File: config.mk
export PLATFORM = sky130hd
export DESIGN_NAME = sprite_motion_ctrl
export DESIGN_NICKNAME = d
export VERILOG_FILES = /design/src/rtl/sprite_motion_pkg.sv /design/src/rtl/tick_divider.sv /design/src/rtl/sprite_motion_ctrl.sv
export SDC_FILE = /design/constraint.sdc
export NUM_CORES = 1
export LEC_CHECK = 0
export BUFFER_PORTS_ARGS = -buffer_cell sky130_fd_sc_hd__buf_4
export CAP_MARGIN = 15
export CORE_ASPECT_RATIO = 2
export CORE_MARGIN = 1
export CORE_UTILIZATION = 50
export CTS_BUF_LIST = sky130_fd_sc_hd__clkbuf_16
export DETAILED_ROUTE_END_ITERATION = 8
export GPL_TIMING_DRIVEN = 0
export HOLD_SLACK_MARGIN = 0.1
export PLACE_DENSITY = 0.65
export SKIP_LAST_GASP = 1
export SLEW_MARGIN = 0
export SYNTH_ARGS = -nofsm -noshare
export SYNTH_HDL_FRONTEND = slang
export SYNTH_SLANG_ARGS = --single-unit
File: constraint.sdc
create_clock -name clk -period 6.1 [get_ports clk]
set_input_delay 0 -clock clk [delete_from_list [all_inputs] [get_ports clk]]
set_output_delay 0 -clock clk [all_outputs]
set_load 0.02 [all_outputs]
File: src/rtl/sprite_motion_pkg.sv
// Shared types and constants for the sprite motion controller: motion states,
// PS/2 scan codes of the movement keys and their bit positions in the held-key map.
package sprite_motion_pkg;

  typedef enum logic [2:0] {
    IDLE   = 3'd0,
    WALK   = 3'd1,
    CROUCH = 3'd2,
    JUMP   = 3'd3,
    FALL   = 3'd4
  } motion_state_e;

  localparam int BREAK_BIT = 9;

  localparam logic [7:0] SC_UP    = 8'h1D;
  localparam logic [7:0] SC_DOWN  = 8'h1B;
  localparam logic [7:0] SC_LEFT  = 8'h1C;
  localparam logic [7:0] SC_RIGHT = 8'h23;

  localparam int KEY_UP    = 0;
  localparam int KEY_DOWN  = 1;
  localparam int KEY_LEFT  = 2;
  localparam int KEY_RIGHT = 3;
  localparam int KEY_COUNT = 4;

  // Scan code that drives a given held-map bit.
  function automatic logic [7:0] key_scan(input int idx);
    case (idx)
      KEY_UP:   return SC_UP;
      KEY_DOWN: return SC_DOWN;
      KEY_LEFT: return SC_LEFT;
      default:  return SC_RIGHT;
    endcase
  endfunction

endpackage

File: src/rtl/tick_divider.sv
// Frame divider: counts 0..TICK_DIV-1 and raises a registered one-cycle tick
// in the cycle where the count sits at TICK_DIV-1 (the wrapping cycle).
module tick_divider #(
  parameter int TICK_DIV = 1000000
) (
  input  logic clk,
  input  logic rst,
  output logic tick
);

  localparam int CW = $clog2(TICK_DIV);

  logic [CW-1:0] r_count;
  logic          r_tick;

  always_ff @(posedge clk) begin
    if (rst) begin
      r_count <= '0;
      r_tick  <= 1'b0;
    end else begin
      r_count <= (r_count == CW'(TICK_DIV - 1)) ? '0 : r_count + 1'b1;
      // Decoding one count early keeps the pulse aligned with the wrap cycle.
      r_tick  <= (r_count == CW'(TICK_DIV - 2));
    end
  end

  assign tick = r_tick;

endmodule

File: src/rtl/sprite_motion_ctrl.sv
// Player motion controller: tracks held movement keys from PS/2 events and, once per
// frame tick, applies walk/crouch/jump/gravity to produce a clamped sprite position.
module sprite_motion_ctrl
  import sprite_motion_pkg::*;
#(
  parameter int POS_W        = 10,
  parameter int VEL_W        = 8,
  parameter int TICK_DIV     = 1000000,
  parameter int GROUND_LEVEL = 400,
  parameter int X_INIT       = 300,
  parameter int X_MIN        = 0,
  parameter int X_MAX        = 600,
  parameter int SPEED        = 6,
  parameter int GRAVITY      = 4,
  parameter int JUMP_SPEED   = 24,
  parameter int MAX_FALL     = 32,
  parameter int MAX_JUMPS    = 2
) (
  input  logic             clk,
  input  logic             rst,
  input  logic [9:0]       keycode,
  input  logic             keycode_valid,
  output logic [POS_W-1:0] X_pos,
  output logic [POS_W-1:0] Y_pos,
  output logic [2:0]       state,
  output logic             facing,
  output logic             on_ground,
  output logic             frame_tick
);

  localparam int SW = POS_W + 2;
  localparam int JW = $clog2(MAX_JUMPS + 1);

  localparam logic signed [SW-1:0]    XMIN_S   = SW'(X_MIN);
  localparam logic signed [SW-1:0]    XMAX_S   = SW'(X_MAX);
  localparam logic signed [SW-1:0]    GROUND_S = SW'(GROUND_LEVEL);
  localparam logic signed [SW-1:0]    SPEED_S  = SW'(SPEED);
  localparam logic signed [VEL_W-1:0] JUMP_V   = VEL_W'(JUMP_SPEED);
  localparam logic signed [VEL_W-1:0] GRAV_V   = VEL_W'(GRAVITY);
  localparam logic signed [VEL_W-1:0] VY_MIN   = VEL_W'(-MAX_FALL);

  logic [POS_W-1:0]        r_x, r_y;
  logic signed [VEL_W-1:0] r_vy;
  motion_state_e           r_state;
  logic                    r_facing, r_on_ground, r_airborne, r_jump_req;
  logic [KEY_COUNT-1:0]    r_held;
  logic [JW-1:0]           r_jumps_used;

  logic                    w_tick;
  logic [KEY_COUNT-1:0]    w_key_hit;
  logic                    w_is_make, w_up_arm, w_unused_bit;

  tick_divider #(.TICK_DIV(TICK_DIV)) u_tick_divider (
    .clk  (clk),
    .rst  (rst),
    .tick (w_tick)
  );

  for (genvar gi = 0; gi < KEY_COUNT; gi++) begin : g_key
    assign w_key_hit[gi] = keycode_valid && (keycode[7:0] == key_scan(gi));
  end

  assign w_is_make    = !keycode[BREAK_BIT];
  assign w_up_arm     = w_key_hit[KEY_UP] && w_is_make && !r_held[KEY_UP];
  assign w_unused_bit = keycode[8];

  logic                    w_jump_ok, w_air_move, w_air_new, w_facing_new, w_on_ground_new;
  logic signed [VEL_W-1:0] w_vy_move, w_vy_grav, w_vy_new;
  logic [JW-1:0]           w_jumps_move, w_jumps_new;
  logic signed [SW-1:0]    w_dx, w_x_sum, w_y_sum;
  logic [POS_W-1:0]        w_x_new, w_y_new;
  motion_state_e           w_state_new;

  always_comb begin
    w_jump_ok    = r_jump_req && (r_jumps_used < JW'(MAX_JUMPS));
    w_vy_move    = w_jump_ok ? JUMP_V : r_vy;
    w_air_move   = w_jump_ok || r_airborne;
    w_jumps_move = r_jumps_used + JW'(w_jump_ok);

    w_dx = '0;
    if (r_held[KEY_RIGHT] && !r_held[KEY_LEFT]) begin
      w_dx = SPEED_S;
    end else if (r_held[KEY_LEFT] && !r_held[KEY_RIGHT]) begin
      w_dx = -SPEED_S;
    end
    if (!w_air_move && r_held[KEY_DOWN]) begin
      w_dx = '0;
    end

    w_x_sum = $signed({2'b00, r_x}) + w_dx;
    if (w_x_sum < XMIN_S) begin
      w_x_new = POS_W'(X_MIN);
    end else if (w_x_sum > XMAX_S) begin
      w_x_new = POS_W'(X_MAX);
    end else begin
      w_x_new = w_x_sum[POS_W-1:0];
    end

    w_facing_new = r_facing;
    if (w_dx > 0) begin
      w_facing_new = 1'b0;
    end else if (w_dx < 0) begin
      w_facing_new = 1'b1;
    end

    w_y_new     = r_y;
    w_vy_new    = w_vy_move;
    w_air_new   = w_air_move;
    w_jumps_new = w_jumps_move;
    w_y_sum     = $signed({2'b00, r_y}) - SW'(w_vy_move);
    w_vy_grav   = w_vy_move - GRAV_V;
    if (w_air_move) begin
      w_vy_new = (w_vy_grav < VY_MIN) ? VY_MIN : w_vy_grav;
      if (w_y_sum >= GROUND_S) begin
        w_y_new     = POS_W'(GROUND_LEVEL);
        w_vy_new    = '0;
        w_air_new   = 1'b0;
        w_jumps_new = '0;
      end else if (w_y_sum < 0) begin
        w_y_new  = '0;
        w_vy_new = '0;
      end else begin
        w_y_new = w_y_sum[POS_W-1:0];
      end
    end

    // Rising vs. falling is judged on the velocity that moved the sprite this tick,
    // so the apex tick (upward move, velocity now zero) still reads as JUMP.
    if (w_air_new) begin
      w_state_new = (w_vy_move > 0) ? JUMP : FALL;
    end else if (r_held[KEY_DOWN]) begin
      w_state_new = CROUCH;
    end else if (w_dx != 0) begin
      w_state_new = WALK;
    end else begin
      w_state_new = IDLE;
    end
    w_on_ground_new = !w_air_new && (w_y_new == POS_W'(GROUND_LEVEL));
  end

  always_ff @(posedge clk) begin
    if (rst) begin
      r_x          <= POS_W'(X_INIT);
      r_y          <= POS_W'(GROUND_LEVEL);
      r_vy         <= '0;
      r_state      <= IDLE;
      r_facing     <= 1'b0;
      r_on_ground  <= 1'b1;
      r_airborne   <= 1'b0;
      r_held       <= '0;
      r_jump_req   <= 1'b0;
      r_jumps_used <= '0;
    end else begin
      r_held <= (r_held & ~w_key_hit) | (w_key_hit & {KEY_COUNT{w_is_make}});
      // A fresh UP press in the tick cycle must survive the clear and fire next tick.
      if (w_up_arm) begin
        r_jump_req <= 1'b1;
      end else if (w_tick) begin
        r_jump_req <= 1'b0;
      end
      if (w_tick) begin
        r_x          <= w_x_new;
        r_y          <= w_y_new;
        r_vy         <= w_vy_new;
        r_state      <= w_state_new;
        r_facing     <= w_facing_new;
        r_on_ground  <= w_on_ground_new;
        r_airborne   <= w_air_new;
        r_jumps_used <= w_jumps_new;
      end
    end
  end

  assign X_pos      = r_x;
  assign Y_pos      = r_y;
  assign state      = r_state;
  assign facing     = r_facing;
  assign on_ground  = r_on_ground;
  assign frame_tick = w_tick;

endmodule
==> parameters.txt <==
Parameter                              Value

Placement
  Half-perimeter wire length after detailed placement ... between 7 and 8 mm
  Gp weighted congestion ... 0.841
  Number of buffers inserted by port buffering ... 35

Synthesis
  Primary FF master, synth ... dfxtp_1
  Average cell area after synthesis ... 8.05 um^2
  Number of instances in the synthesized netlist ... 497
  Post-synthesis share of cell area spent on and, or, nand and nor gates ... 24.7%
  Compound-gate portion of the synthesized area ... 23.6%
  Number of distinct library cell variants in the gate-level netlist after synthesis ... just over 70
  Post-synth ARST share ... 0%
  Synth Area in XOR/XNOR ... 7.01%
  Number of storage elements in the synthesis netlist ... between 60 and 70
  Adder-cell share of the synthesized area ... 8.82%
  Mux cell area share after synthesis ... 0.501%
  Count of synthesis-stage warnings from yosys ... 0
  Combinational family with the most area after synthesis ... simple AND/OR/NAND/NOR gates
  Net count after synthesis ... 537
  Area of the mapped netlist ... 4000 um^2
  Part of the Yosys area used for sequential elements ... 30.5%
  Number of flops mapped to enable cells by yosys ... 0

STA
  Number of failing setup endpoints in the final timing report ... 0
  Highest clock rate ... 0.219 GHz
  Relative slew slack ... roughly 52%
  Final Hold Fails ... 0
  Sum of negative setup slack ... 0 ns
  Worst-case clock skew ... 0.00686 ns
  Least-Margin Pin Slew ... 0.717 ns
  Setup repair after global routing missed its margin ... false
  Post-route clock period utilization ... 74.8%
  Final Slew Violations ... 0
  Min Clock Period, post-route ... roughly 4.6 ns

Power and ir drop
  Design Power ... 0.000908 W
  Max IR drop VDD ... 165 uV
  Int Power ... 0.000720 W
  Combinational share of power ... approximately 2.7%
  Pwr dens ... 193 nW/um^2
  Clock share of power ... 53.0%
  Sequential group share of total power ... between 40 and 50%
  Power spent charging and discharging nets ... ~0.00019 W
  Leakage power summed over all cells ... 1.85 nW
  Switching portion of total power ... between 20% and 30%

Flow run
  Max cap viols ... 0

Routing
  Number of remaining DRC errors ... 0
  Total iterations of the first detailed-routing run ... 5
  Vias/cell ... between 5 and 6
  Starting DRT DRC Count ... 171
  Antenna violation net count after detailed routing ... 0
  Wirelength, routed ... just over 10 mm
  Total via count in the routed design ... ~3800
  Wire length per cell ... 16.0 um

Min path
  Type of the tightest min-delay check ... in2reg
  Beginning of the worst hold path ... keycode[0]
  Hold Crit Depth ... 5
  Hold EP ... r_held[0]

Floorplan
  Chip height ... 128 um
  Rows ... 45
  Area of the die ... ~8400 um^2
  Core box area ... about 7700 um^2
  Initial core utilization ... between 50% and 60%
  Boundary pin count ... 39
  DIE WIDTH ... 65.2 um

Global routing
  Number of global-route vias before repair ... roughly 3600
  Maximum number of pins on one net before global-route repair ... 11
  Met3 usage in global routing ... under 10%
  Total congestion overflow ... 0
  Met2 Track Usage GR ... 50.7%
  Overall fraction of global-route tracks in use ... 26.2%
  Wire length of the first global-routing pass ... 16.9 mm
  Number of antenna violations at the first check in global routing ... 0
  Grt peak-use layer ... met2
  Met1 usage ... 26.2%

Setup path
  Reg2Reg Launch Point ... r_jumps_used[1]
  Number of cells traversed by the worst register-to-register path ... 15
  Element type at the critical path end ... register
  R2r endpoint ... r_jumps_used[1]
  Largest fanout on the critical path ... 10
  CP Data Required Time ... between 6 and 7 ns
  Worst setup path class ... reg2reg
  Data arrival, critical path ... 4.77 ns
  Launching element type of the critical path ... register
  Reg2reg setup slack ... 1.54 ns

Clock tree
  Number of sinks handled by clock tree synthesis ... 61
  Clock transition at the registers of the reported paths ... 0.05 ns
  Num CTS Buffers ... 9
  Clock Root Buffer ... clkbuf_16
  Source-to-sink clock delay at the later pin of the worst-skew pair ... 0.32 ns
  CTS tree ... yes
  Clock Path Buffers ... 2
  CTS H-Tree Depth ... 3

Status
  Status ... complete, no violations

Final layout
  Final net count ... 587
  Number of antenna diodes ... 0
  Fraction of layout instances using a drive strength above 1 ... 13.6%
  Most used cells in the layout excluding fill and tap cells ... dfxtp_1 (61), nand2_1 (51), nor2_1 (49)
  Area Growth Syn to Fin ... 17.5%
  Most common cell after layout, fill and taps aside ... dfxtp_1
  Filler cell count ... 753
-- metrics by stage --
stage | utilization [%] | worst slack (ns) | cells | area (um^2) | hold WS (ns)
finish | 61.4 | 1.54 | 645 | 4700 | 0.116
global route | 61.4 | 1.18 | 645 | 4700 | 0.135
CTS | 61.4 | 1.54 | 645 | 4700 | 0.105
detailed placement | 57.2 | 1.56 | 626 | 4380 | 0.228
global placement | 57.2 | 1.66 | 626 | 4380 | 0.220
floorplan | - | 2.42 | 497 | 4000 | 0.0956
-- how the worst max path moves through the flow --
stage                          from  depth (start not counted)  slack, ns         endpoint
detailed placement  r_jumps_used[1]                         15       1.56  r_jumps_used[1]
global route        r_jumps_used[1]                         17       1.18         X_pos[3]
global placement    r_jumps_used[1]                         15       1.66  r_jumps_used[1]
CTS                 r_jumps_used[1]                         15       1.54  r_jumps_used[1]
finish              r_jumps_used[1]                         15       1.54  r_jumps_used[1]
floorplan           r_jumps_used[1]                         15       2.42  r_jumps_used[1]
-- worst max-delay path, cell delays in order, from the launching register on --
cell and delay [ns]:
dfxtp_1 0.33, nand2b_2 0.20, clkbuf_1 0.38, and2_1 0.21, ha_1 0.19, inv_1 0.06
fa_1 0.44, a21oi_2 0.29, nor4b_1 0.09, a211oi_1 0.60, nand2_1 0.21, a221oi_2 0.35
o211ai_2 0.21, a211oi_2 0.33, nor2_1 0.20, o311a_1 0.36
-- sequential cells by signal (all words and copies together), names as in the netlist --
signal / flops
on_ground: 1
u_tick_divider.r_count: 20
r_jumps_used: 2
Y_pos: 10
r_vy: 8
facing: 1
u_tick_divider.tick: 1
X_pos: 9
r_held: 4
r_jump_req: 1
r_airborne: 1
state: 3
-- cell type report --
type / instances / area [um^2] / share of cell area, %
inverters: 25 / 93.8 / 2.00
repair buffers: 39 / 303 / 6.44
flip-flops and latches: 61 / 1220 / 26.0
well taps: 94 / 118 / 2.50
clock inverters: 6 / 55.1 / 1.17
multi-input cells: 390 / 2590 / 55.1
plain buffers: 21 / 93.8 / 2.00
clock buffers: 9 / 225 / 4.79
-- Yosys cell counts, types with 3 or more instances --
master	number	share of area, %
a211oi_1	7	1.3
a21o_1	13	2.4
a21oi_1	39	4.9
a31o_2	4	0.88
a31oi_1	6	0.94
and2_1	7	1.1
and3_1	9	1.4
and4_1	3	0.66
buf_2	3	0.38
clkbuf_1	15	1.4
dfxtp_1	61	31
ha_1	25	7.8
inv_1	24	2.3
nand2_1	51	4.8
nand2b_1	6	0.94
nand3_1	13	1.6
nand3b_1	4	0.75
nand4_1	5	0.78
nor2_1	49	4.6
nor2b_1	4	0.63
nor3_1	12	1.5
nor4_1	5	0.78
o211ai_1	4	0.75
o21a_1	3	0.56
o21ai_0	17	2.1
o21bai_1	3	0.56
o31ai_1	4	0.75
or2_2	3	0.47
or3_1	11	1.7
or4_1	3	0.56
xnor2_1	16	3.5
xor2_1	16	3.5
-- kinds of logic after synthesis --
kind of cell / Yosys count
simple gates: 195
compound gates: 133
flops: 61
buf+inv: 46
xor+xnor: 32
fa+ha+maj: 27
mux: 2
other cells: 1
-- routing by layer --
metal / routed length (um) / part of all wire, %
met3: 226 / 2.2
met1: 3960 / 38
met5: 0 / 0
met2: 5830 / 57
met4: 306 / 3.0
-- repair_timing --
action	in CTS	in global routing
gates resized for setup	0	0
endpoints found under the hold margin	5	0
buffers inserted	0	0
hold buffers	4	0
-- power by group through the flow --
| stage | registers [W] | clock network (W) | logic (W) |
|---|---|---|---|
| finish | 0.000403 | 0.000481 | 0.0000243 |
| global route | 0.000402 | 0.000509 | 0.0000273 |
| CTS | 0.000402 | 0.000490 | 0.0000245 |
| detailed placement | 0.000411 | 0 | 0.0000230 |
| global placement | 0.000411 | 0 | 0.0000221 |
| floorplan | 0.000410 | 0 | 0.0000123 |
No activity file was read; power rests on OpenSTA's default activity.
